<file path="src/rtl/uiuart_rx.sv">
// 8N1 UART receiver: 2-flop synchronized line, mid-bit sampling via a baud counter,
// registered one-cycle rvalid / frame_err pulses.
module uiuart_rx #(
  parameter int BAUD_DIV = 10416
) (
  input  logic       I_clk,
  input  logic       I_uart_rstn,
  input  logic       I_uart_rx,
  output logic [7:0] O_uart_rdata,
  output logic       O_uart_rvalid,
  output logic       O_uart_rbusy,
  output logic       O_uart_frame_err
);

  localparam logic [13:0] DIV  = 14'(BAUD_DIV);
  localparam logic [13:0] HALF = 14'(BAUD_DIV / 2);

  typedef enum logic [1:0] {IDLE, START, DATA, STOP} state_t;

  state_t      state_q, state_d;
  logic        sync1_q, rx_s_q, rx_d_q;
  logic [13:0] baud_q, baud_d;
  logic [2:0]  bit_q, bit_d;
  logic [7:0]  shift_q, shift_d;
  logic [7:0]  rdata_q, rdata_d;
  logic        rvalid_q, rvalid_d;
  logic        ferr_q, ferr_d;
  logic        busy_q, busy_d;

  always_comb begin
    state_d  = state_q;
    baud_d   = baud_q;
    bit_d    = bit_q;
    shift_d  = shift_q;
    rdata_d  = rdata_q;
    rvalid_d = 1'b0;
    ferr_d   = 1'b0;
    case (state_q)
      IDLE: begin
        // Edge-triggered start: a line already low never opens a frame.
        if (rx_d_q && !rx_s_q) begin
          state_d = START;
          baud_d  = '0;
        end
      end
      START: begin
        if (baud_q == HALF) begin
          baud_d  = '0;
          bit_d   = '0;
          state_d = rx_s_q ? IDLE : DATA;
        end else begin
          baud_d = baud_q + 14'd1;
        end
      end
      DATA: begin
        if (baud_q == DIV) begin
          shift_d[bit_q] = rx_s_q;
          baud_d         = '0;
          bit_d          = bit_q + 3'd1;
          if (bit_q == 3'd7) state_d = STOP;
        end else begin
          baud_d = baud_q + 14'd1;
        end
      end
      STOP: begin
        if (baud_q == DIV) begin
          baud_d  = '0;
          state_d = IDLE;
          if (rx_s_q) begin
            rdata_d  = shift_q;
            rvalid_d = 1'b1;
          end else begin
            ferr_d = 1'b1;
          end
        end else begin
          baud_d = baud_q + 14'd1;
        end
      end
      default: begin
        state_d = IDLE;
        baud_d  = '0;
      end
    endcase
    busy_d = (state_d != IDLE);
  end

  always_ff @(posedge I_clk or negedge I_uart_rstn) begin
    if (!I_uart_rstn) begin
      sync1_q  <= 1'b1;
      rx_s_q   <= 1'b1;
      rx_d_q   <= 1'b1;
      state_q  <= IDLE;
      baud_q   <= '0;
      bit_q    <= '0;
      shift_q  <= '0;
      rdata_q  <= '0;
      rvalid_q <= 1'b0;
      ferr_q   <= 1'b0;
      busy_q   <= 1'b0;
    end else begin
      sync1_q  <= I_uart_rx;
      rx_s_q   <= sync1_q;
      rx_d_q   <= rx_s_q;
      state_q  <= state_d;
      baud_q   <= baud_d;
      bit_q    <= bit_d;
      shift_q  <= shift_d;
      rdata_q  <= rdata_d;
      rvalid_q <= rvalid_d;
      ferr_q   <= ferr_d;
      busy_q   <= busy_d;
    end
  end

  assign O_uart_rdata     = rdata_q;
  assign O_uart_rvalid    = rvalid_q;
  assign O_uart_rbusy     = busy_q;
  assign O_uart_frame_err = ferr_q;

endmodule

</file>
<file path="config.mk">
export PLATFORM = sky130hd
export DESIGN_NAME = uiuart_rx
export DESIGN_NICKNAME = d
export VERILOG_FILES = /design/src/rtl/uiuart_rx.sv
export SDC_FILE = /design/constraint.sdc
export NUM_CORES = 1
export LEC_CHECK = 0
export CAP_MARGIN = 20
export CORE_ASPECT_RATIO = 1.1
export CORE_MARGIN = 2
export CORE_UTILIZATION = 55
export CTS_BUF_LIST = sky130_fd_sc_hd__clkbuf_4 sky130_fd_sc_hd__clkbuf_8
export CTS_CLUSTER_DIAMETER = 40
export CTS_CLUSTER_SIZE = 20
export DETAILED_ROUTE_END_ITERATION = 16
export PLACE_DENSITY_LB_ADDON = 0.12
export RECOVER_POWER = 25
export SETUP_SLACK_MARGIN = 0.5
export SYNTH_ARGS = -nofsm -noshare
export SYNTH_HDL_FRONTEND = slang
export SYNTH_SLANG_ARGS = --single-unit
</file>
<file path="constraint.sdc">
create_clock -name I_clk -period 2.76 [get_ports I_clk]
set_input_delay 0.552 -clock I_clk [delete_from_list [all_inputs] [get_ports I_clk]]
set_output_delay 0.552 -clock I_clk [all_outputs]
set_load 0.02 [all_outputs]
</file>
### Yosys cells after proc, flatten, opt, wreduce, memory -nomap -nowiden

Index checks and enable logic that the tools add are counted.
W data, S select, Z words.

* multiply operators: 0
* bitwise operators: 0
* mux-type cells: 23
* add/subtract/negate cells: 2
* reductions and logical operators: 10
* order comparisons: 2
* div/mod/pow operators: 0
* eq/ne operators: 9
* shifts and indexed selects: 0

Operators by type and width (number)
* $mux W14: 3
* $pmux W14 S3: 1
* $add A14 B1 Y14 const B: 1
* $eq A14 B13 Y1 const B: 1
* $eq A14 B14 Y1 const B: 1
* $mux W2: 6
* $bwmux W8: 1
* $pmux W2 S4: 1
* $mux W1: 7
* $mux W3: 2
* $ne A2 B2 Y1 const B: 3
* $pmux W3 S2: 1
* $reduce_and A3 Y1: 2
* $eq A2 B2 Y1 const B: 2
* $lt A3 B4 Y1 const B: 1
* $reduce_bool A2 Y1: 2
* $add A3 B1 Y3 const B: 1
* $demux W1 S3: 1
* $eq A3 B3 Y1 const B: 1
* $ge A3 B1 Y1 const B: 1
* $eq A2 B1 Y1 const B: 1
* $logic_and A1 B1 Y1: 2
* $logic_not A2 Y1: 1
* $reduce_and A2 Y1: 1
* 2 further kinds: 2

* input port bits: 3
* register bits after elaboration: 41
* bits in read-only memories: 0
* bits in writable memories: 0
* output and inout port bits: 11
* memories: 0
* word-level logic and storage cells: 57
* latch bits: 0

### Depth between registers and ports, before layout

Gate-level depths: netlist of the first run.

* depth after elaboration: 5
* depth in mapped cells: 8
* gate-level depth less buffers: 7

### Worst setup path before layout of the first run

OpenSTA, ideal clock, no wires.

* path kind: reg-to-reg
* start point: register baud_q[0]
* end point: register shift_q[0]
* slack: 0.450 ns
* period minus slack after synthesis: 2.310 ns
* library setup time: 0.128 ns
* cell stages (with the launch flop): 8
* data arrival time: 2.182 ns
* cells stage by stage: dfrtp_1 inv_1 ha_1 or4b_4 nor4_4 nand2b_2 nor4b_2 mux2_1

* longest elaborated chain between the ends: 2

Ends and longest elaborated chain
* start, declared: line 22 `logic [13:0] baud_q, baud_d;`
* start signal, assigned: line 105 `baud_q <= baud_d;`
* $eq A14 B14 Y1: line 56 `if (baud_q == DIV) begin`
* $reduce_and A2 Y1 (no source line)
* end signal, assigned: line 107 `shift_q <= shift_d;`
* end, declared: line 24 `logic [7:0] shift_q, shift_d;`

Every way passes these cells.
A chain may end at the register's enable or synchronous reset.

### Final worst setup path of the first run

Ends and elaborated chain as after synthesis.

==> results of run 1 <==
cell families (layout without fill, tap and decap cells):
family | count (synthesis) | after routing | synth area share, %
DFF | 41 | 41 | 49.3
adders and majority gates | 8 | 8 | 4.79
xor gates and xnor gates | 3 | 3 | 1.26
muxes | 14 | 14 | 7.43
and+or+nand+nor | 66 | 67 | 19.2
buffers and inverters | 18 | 53 | 3.71
AOI/OAI and AO/OA | 44 | 46 | 14.4
per-layer routing:
| metal | vias to the layer above | track usage, % |
|---|---|---|
| met2 | 40 | 45.6 |
| met1 | 870 | 26.3 |
| met4 | 0 | 8.06 |
| met5 | - | 0 |
| li1 | 794 | - |
| met3 | 8 | 4.22 |
through the flow:
| step | area, um^2 | std cells |
|---|---|---|
| final | 2640 | 282 |
| after detailed placement | 2290 | 256 |
| after global routing | 2640 | 282 |
| after global placement | 2280 | 255 |
| after floorplan | 2090 | 194 |
| after CTS | 2440 | 268 |
layout make-up:
| class | count | area, um^2 |
|---|---|---|
| Clock buffer | 5 | 68.8 |
| Clock inverter | 3 | 25.0 |
| Fill cell | 274 | 1020 |
| Inverter | 10 | 37.5 |
| Multi-Input combinational cell | 138 | 1110 |
| Sequential cell | 41 | 1030 |
| Tap cell | 50 | 62.6 |
| Timing Repair Buffer | 35 | 298 |
cell usage in the layout, fill, tap and decap left out, drive strengths merged, types with 4 or more instances in the layout:
master	n
nand3	12
o21ai	10
nand3b	6
inv	12
dfrtp	38
a21oi	8
or3	4
clkbuf	5
nor2	5
nand2	19
o31ai	5
nor4	4
ha	8
clkdlybuf4s50	11
a31oi	7
nor3	4
mux2	12
buf	23
sequential cells by signal, indices dropped and copies added, names as in the netlist:
signal	count
baud_q	14
O_uart_rdata	8
shift_q	8
bit_q	3
state_q	2
O_uart_frame_err	1
O_uart_rbusy	1
O_uart_rvalid	1
rx_d_q	1
rx_s_q	1
sync1_q	1
report_power, final:
| group | switching (mW) | internal [mW] | leakage [nW] |
|---|---|---|---|
| combinational | 0.326 | 0.231 | 0.596 |
| clock | 0.236 | 0.184 | 0.0452 |
| sequential | 0.0310 | 0.642 | 0.548 |
worst max-delay path by stage:
stage,slack [ns],from,to,depth (start not counted)
after floorplan,0.51,baud_q[0]$_DFFE_PN0P_,baud_q[11]$_DFFE_PN0P_,8
after global placement,0.34,baud_q[0]$_DFFE_PN0P_,baud_q[6]$_DFFE_PN0P_,8
after detailed placement,0.27,baud_q[0]$_DFFE_PN0P_,O_uart_rdata[1]$_DFFE_PN0P_,6
after CTS,0.49,baud_q[1]$_DFFE_PN0P_,baud_q[6]$_DFFE_PN0P_,8
after global routing,0.45,baud_q[0]$_DFFE_PN0P_,shift_q[0]$_DFFE_PN0P_,8
final,0.55,baud_q[0]$_DFFE_PN0P_,shift_q[0]$_DFFE_PN0P_,8
repair_timing:
item	in CTS	in global routing
buffers inserted	4	11
pin swaps	1	6
endpoints found under the setup margin	26	28
gates cloned	0	3
resized for setup	6	17
==> flow_summary_export.csv, run 1 <==
group,metric,value,unit
logic_synthesis,yosysUniqueCellTypes,44,
finish,drive_gt1_share,25.0,%
cts,clk_pin_slew_worst_paths,0.09,ns
finish,fin_util,72.2,%
setup_path,path_cells,"inv_2 > ha_1 > or4b_4 > nor4_4 > buf_6 > nand2b_4 > nor4b_4 > mux2_4",
logic_synthesis,yosysTopAreaCell,"dfrtp_1",
logic_synthesis,netlist.area_leader.share,45.5,%
routing,routed_wl,5.07,mm
die,io_pins,14,
setup_path,cp.arrival,2.41,ns
logic_synthesis,synth_warnings,0,
setup_path,crit_family,"simple AND/OR/NAND/NOR gates",
routing,ant_nets,0,
finish,antenna_cells,0,
global_routing,grt_pass1_wl,7.76,mm
global_routing,grt_use_total,23.4,%
setup_path,worst-path-max-fanout,5,
logic_synthesis,synth_edf_count,0,
setup_path,r2r_slack,0.55,ns
routing,vias_per_cell,6.07,
logic_synthesis,synth_area_leaders,"dfrtp_1 (46%), mux2_1 (5.9%), ha_1 (4.8%)",
placed_design,pre_cts_ws,0.271,ns
routing,routed-via-count,1712,
die,die_w,62.8,um
setup_path,rr_worst_depth,8,
routing,wl_met3,160,um
setup_path,worstSetupPathType,"reg2reg",
routing,wire_per_inst,18.0,um
timing,fin_crit,2.21,ns
placed_design,io_buffers,13,
outcome,status,"finished, final reports clean",
timing,fin_tns_setup,0,ns
cts,cts.sinks,41,
setup_path,critical-path-max-stage-delay,0.49,ns
logic_synthesis,synth_area,2090,um^2
global_routing,grt_max_degree,42,
cts,cts_tree,"yes",
routing,first_iter_violations,107,
placed_design,hpwl,3.18,mm
placed_design,routabilityCongestion,0.812,
setup_path,r2r_start,"baud_q[0]$_DFFE_PN0P_",
setup_path,cp.required,2.96,ns
die,core-area,3650,um^2
cts,cts_hold_buf,0,
cts,h-tree-depth,2,
power_and_ir_drop,finalPower,1.65,mW
power_and_ir_drop,ir_worst_vdd,0.363,mV
cts,cts-root-buf,"clkbuf_8",
timing,final.period_utilization,80.2,%
timing,setup_viol,0,
logic_synthesis,netlist_instances,194,
power_and_ir_drop,p_leak,1.19,nW
power_and_ir_drop,power_density,626,nW/um^2
die,start_util,57.2,%
finish,syn2layout_area_growth,26.2,%
die,fp.dieH,68.6,um
setup_path,end_kind,"register",
global_routing,antenna_found_initial,0,
min_path,hold_path_class,"in2async",
timing,rsz0062_at_grt,"yes",
logic_synthesis,synth_most_common_cell,"dfrtp_1",
timing,fmax,0.452,GHz
setup_path,worstSetupStartpointType,"register",
logic_synthesis,avgSynthCellArea,10.8,um^2
cts,worstSkewPairLatency,0.30,ns
timing,tightest_slew,0.886,ns
logic_synthesis,synth_flop_cell,"dfrtp_1",
routing,top_layer,"met4",
timing,hold_violations,0,
routing,drt_pass1_iterations,4,
global_routing,grt_pass1_vias,1641,
job,cap_viol_max_count,0,
timing,drv_slew,0,
cts,numCtsBuffers,5,
logic_synthesis,ys_seq_area_share,49.3,%
die,rows,23,
logic_synthesis,async_reset_ff_share,100,%
logic_synthesis,ys_top_cells_by_count,"dfrtp_1 (38), nand2_1 (18), nand3_1 (12)",
routing,drc,0,
logic_synthesis,ys_ff_latch,41,
timing,fin_ws,0.546,ns
timing,clock_skew,0.00975,ns
setup_path,cp_slowest_cell,"or4b_4",
setup_path,critPathBufInv,2,
cts,cts_buffer_depth,2,
logic_synthesis,syn-num-nets,205,
finish,finalNetCount,242,
timing,holdWs,0.362,ns
routing,met2WireLength,2.84,mm
setup_path,reg2reg_to,"shift_q[0]$_DFFE_PN0P_",
routing,wirelength_met1,2.01,mm
die,dieArea,4310,um^2
timing,relSlewSlack,40.9,%
global_routing,grt_overflow,0,
Power figures use the tool's default switching activity.
==> run 2: changes to the inputs <==
- clock period: 2.76 -> 2.1 ns (I/O delays scaled with it)
==> flow_summary_export.csv, run 2 (synthesis results as in run 1) <==
group,metric,value,unit
global_routing,grt_use_met1,29.7,%
setup_path,rr_worst_depth,9,
routing,routed_wl,6.15,mm
global_routing,antenna_found_initial,0,
timing,fin_crit,2.31,ns
die,core-area,3650,um^2
timing,fmax,0.433,GHz
timing,clock_skew,0.0121,ns
outcome,status,"finished with violations",
placed_design,io_buffers,13,
routing,drt_pass1_iterations,4,
finish,layout_commonest_cell,"dfrtp_1",
power_and_ir_drop,power_density,801,nW/um^2
routing,first_iter_violations,182,
die,rows,23,
cts,clk_pin_slew_worst_paths,0.08,ns
finish,mostFrequentLayoutCells,"dfrtp_1 (38), buf_4 (28), nand2_1 (16), mux2_4 (12)",
finish,finish.instance_area,3020,um^2
cts,cts-root-buf,"clkbuf_8",
routing,vias_per_cell,6.13,
power_and_ir_drop,switchingPower,0.874,mW
placed_design,post_dp_cell_area,2560,um^2
timing,final.period_utilization,110,%
finish,top_register,"baud_q",
finish,antenna_cells,0,
routing,ant_nets,0,
routing,drc,0,
timing,hold_violations,0,
die,fp.dieH,68.6,um
global_routing,grt_use_met2,52.8,%
finish,fin_util,82.7,%
cts,cts_hold_buf,0,
timing,drv_slew,0,
cts,worstSkewPairLatency,0.30,ns
global_routing,grt_pass1_vias,1791,
min_path,hold_path_class,"in2async",
power_and_ir_drop,power.internal,1.55,mW
global_routing,grt_overflow,0,
finish,largest_reg_flops,14,
finish,fillCellCount,196,
placed_design,routabilityCongestion,0.837,
power_and_ir_drop,p_leak,1.37,nW
finish,syn2layout_area_growth,44.6,%
die,dieArea,4310,um^2
global_routing,grt_max_degree,22,
power_and_ir_drop,clkPwrFrac,22.0,%
finish,drive_gt1_share,44.0,%
global_routing,grt_use_total,26.9,%
cts,h-tree-depth,2,
timing,relSlewSlack,19.0,%
timing,fin_ws,-0.208,ns
timing,tightest_slew,1.21,ns
routing,routed-via-count,1839,
die,start_util,57.2,%
placed_design,hpwl,3.45,mm
setup_path,end_kind,"register",
setup_path,cp.required,2.28,ns
cts,cts.sinks,41,
power_and_ir_drop,sw_frac_of_total,36.1,%
setup_path,worst-path-max-fanout,7,
cts,cts_tree,"yes",
global_routing,grt_pass1_wl,8.72,mm
die,die_w,62.8,um
cts,numCtsBuffers,5,
setup_path,worstSetupStartpointType,"register",
timing,rsz0062_at_grt,"yes",
setup_path,worstSetupPathType,"reg2reg",
power_and_ir_drop,power_frac_seq,36.5,%
global_routing,met3_usage,4.71,%
die,io_pins,14,
finish,finalNetCount,260,
power_and_ir_drop,ir_worst_vdd,0.761,mV
power_and_ir_drop,combPwrFrac,41.5,%
global_routing,grt.busiest_layer,"met2",
routing,wire_per_inst,20.5,um
job,cap_viol_max_count,0,
cts,cts_buffer_depth,2,
timing,setup_viol,34,
outcome,violations,"negative setup slack",
setup_path,cp.arrival,2.49,ns
[run 2: changes by cell type in the layout (fill, tap and decap cells not counted), sizes merged]
cell           before  now
buf                23   42
dlygate4sd2         0   11
clkdlybuf4s50      11    1
clkbuf              5    7
inv                12   10
and3                3    2
clkinvlp            1    2
dlygate4sd3         1    0
o32ai               3    2
[run 2: path summary, 6_finish.rpt]
| check | start | end | slack [ns] |
|---|---|---|---|
| max | baud_q[0]$_DFFE_PN0P_ | baud_q[13]$_DFFE_PN0P_ | -0.21 |
| min | I_uart_rstn | O_uart_rdata[6]$_DFFE_PN0P_ | 0.34 |
| max reg2reg | baud_q[0]$_DFFE_PN0P_ | baud_q[13]$_DFFE_PN0P_ | -0.21 |
| min reg2reg | sync1_q$_DFF_PN1_ | rx_s_q$_DFF_PN1_ | 0.36 |
| max in group asynchronous | I_uart_rstn | rx_d_q$_DFF_PN1_ | 0.96 |
| min in group I_clk | sync1_q$_DFF_PN1_ | rx_s_q$_DFF_PN1_ | 0.36 |
[run 2: routing by layer]
layer	share of wire, %	vias up
met5	0	-
met4	3.1	0
met3	3.4	15
met2	55	50
met1	38	945
li1	-	829
[run 2: what timing repair did]
action	in CTS	in global routing
endpoints found under the setup margin	49	38
setup buffers	9	3
pin swaps	10	9
cloned	1	0
resized for setup	39	32
[run 2: metrics by stage]
stage	setup TNS (ns)	worst slack (ns)	power [mW]	cells	hold WS [ns]
2_1_floorplan	-0.650	-0.0851	1.32	194	0.124
3_3_place_gp	-0.370	-0.0731	1.57	279	0.346
3_5_place_dp	-1.40	-0.132	1.61	279	0.351
4_1_cts	-0.921	-0.0782	2.26	297	0.0868
5_1_grt	-6.79	-0.288	2.54	300	0.364
6_report	-4.37	-0.208	2.42	300	0.345
[run 2: cell type report]
cell class,count,area [um^2],share of cell area (%)
clock buffer,6,76.3,2.53
clock inverter,2,15.0,0.497
inverter,10,37.5,1.24
multi-input combinational,136,1300,43.1
sequential,41,1030,34.1
tap,50,62.6,2.07
timing repair buffer,55,499,16.5
[run 2: power groups by stage]
stage	registers [mW]	logic [mW]	clock network, mW
final	0.883	1.01	0.532
after global routing	0.889	1.07	0.577
after CTS	0.879	0.852	0.526
after detailed placement	0.893	0.714	0
after global placement	0.892	0.679	0
after floorplan	0.913	0.411	0
[run 2: worst max-delay path: stages (launching register included)]
cell and delay (ns):
dfrtp_1 0.40, inv_2 0.10, ha_4 0.14, or4b_4 0.50, buf_6 0.14, nor4_4 0.20
buf_4 0.19, o32ai_4 0.13, buf_6 0.20, a22o_1 0.19
==> run 3: changes to the inputs <==
- ABC_CLOCK_PERIOD_IN_PS: unset -> 2100
- SLEW_MARGIN: unset -> 10
==> results of run 3 <==
Same layout as run 2: the final DEF is identical, and so are final timing and power.
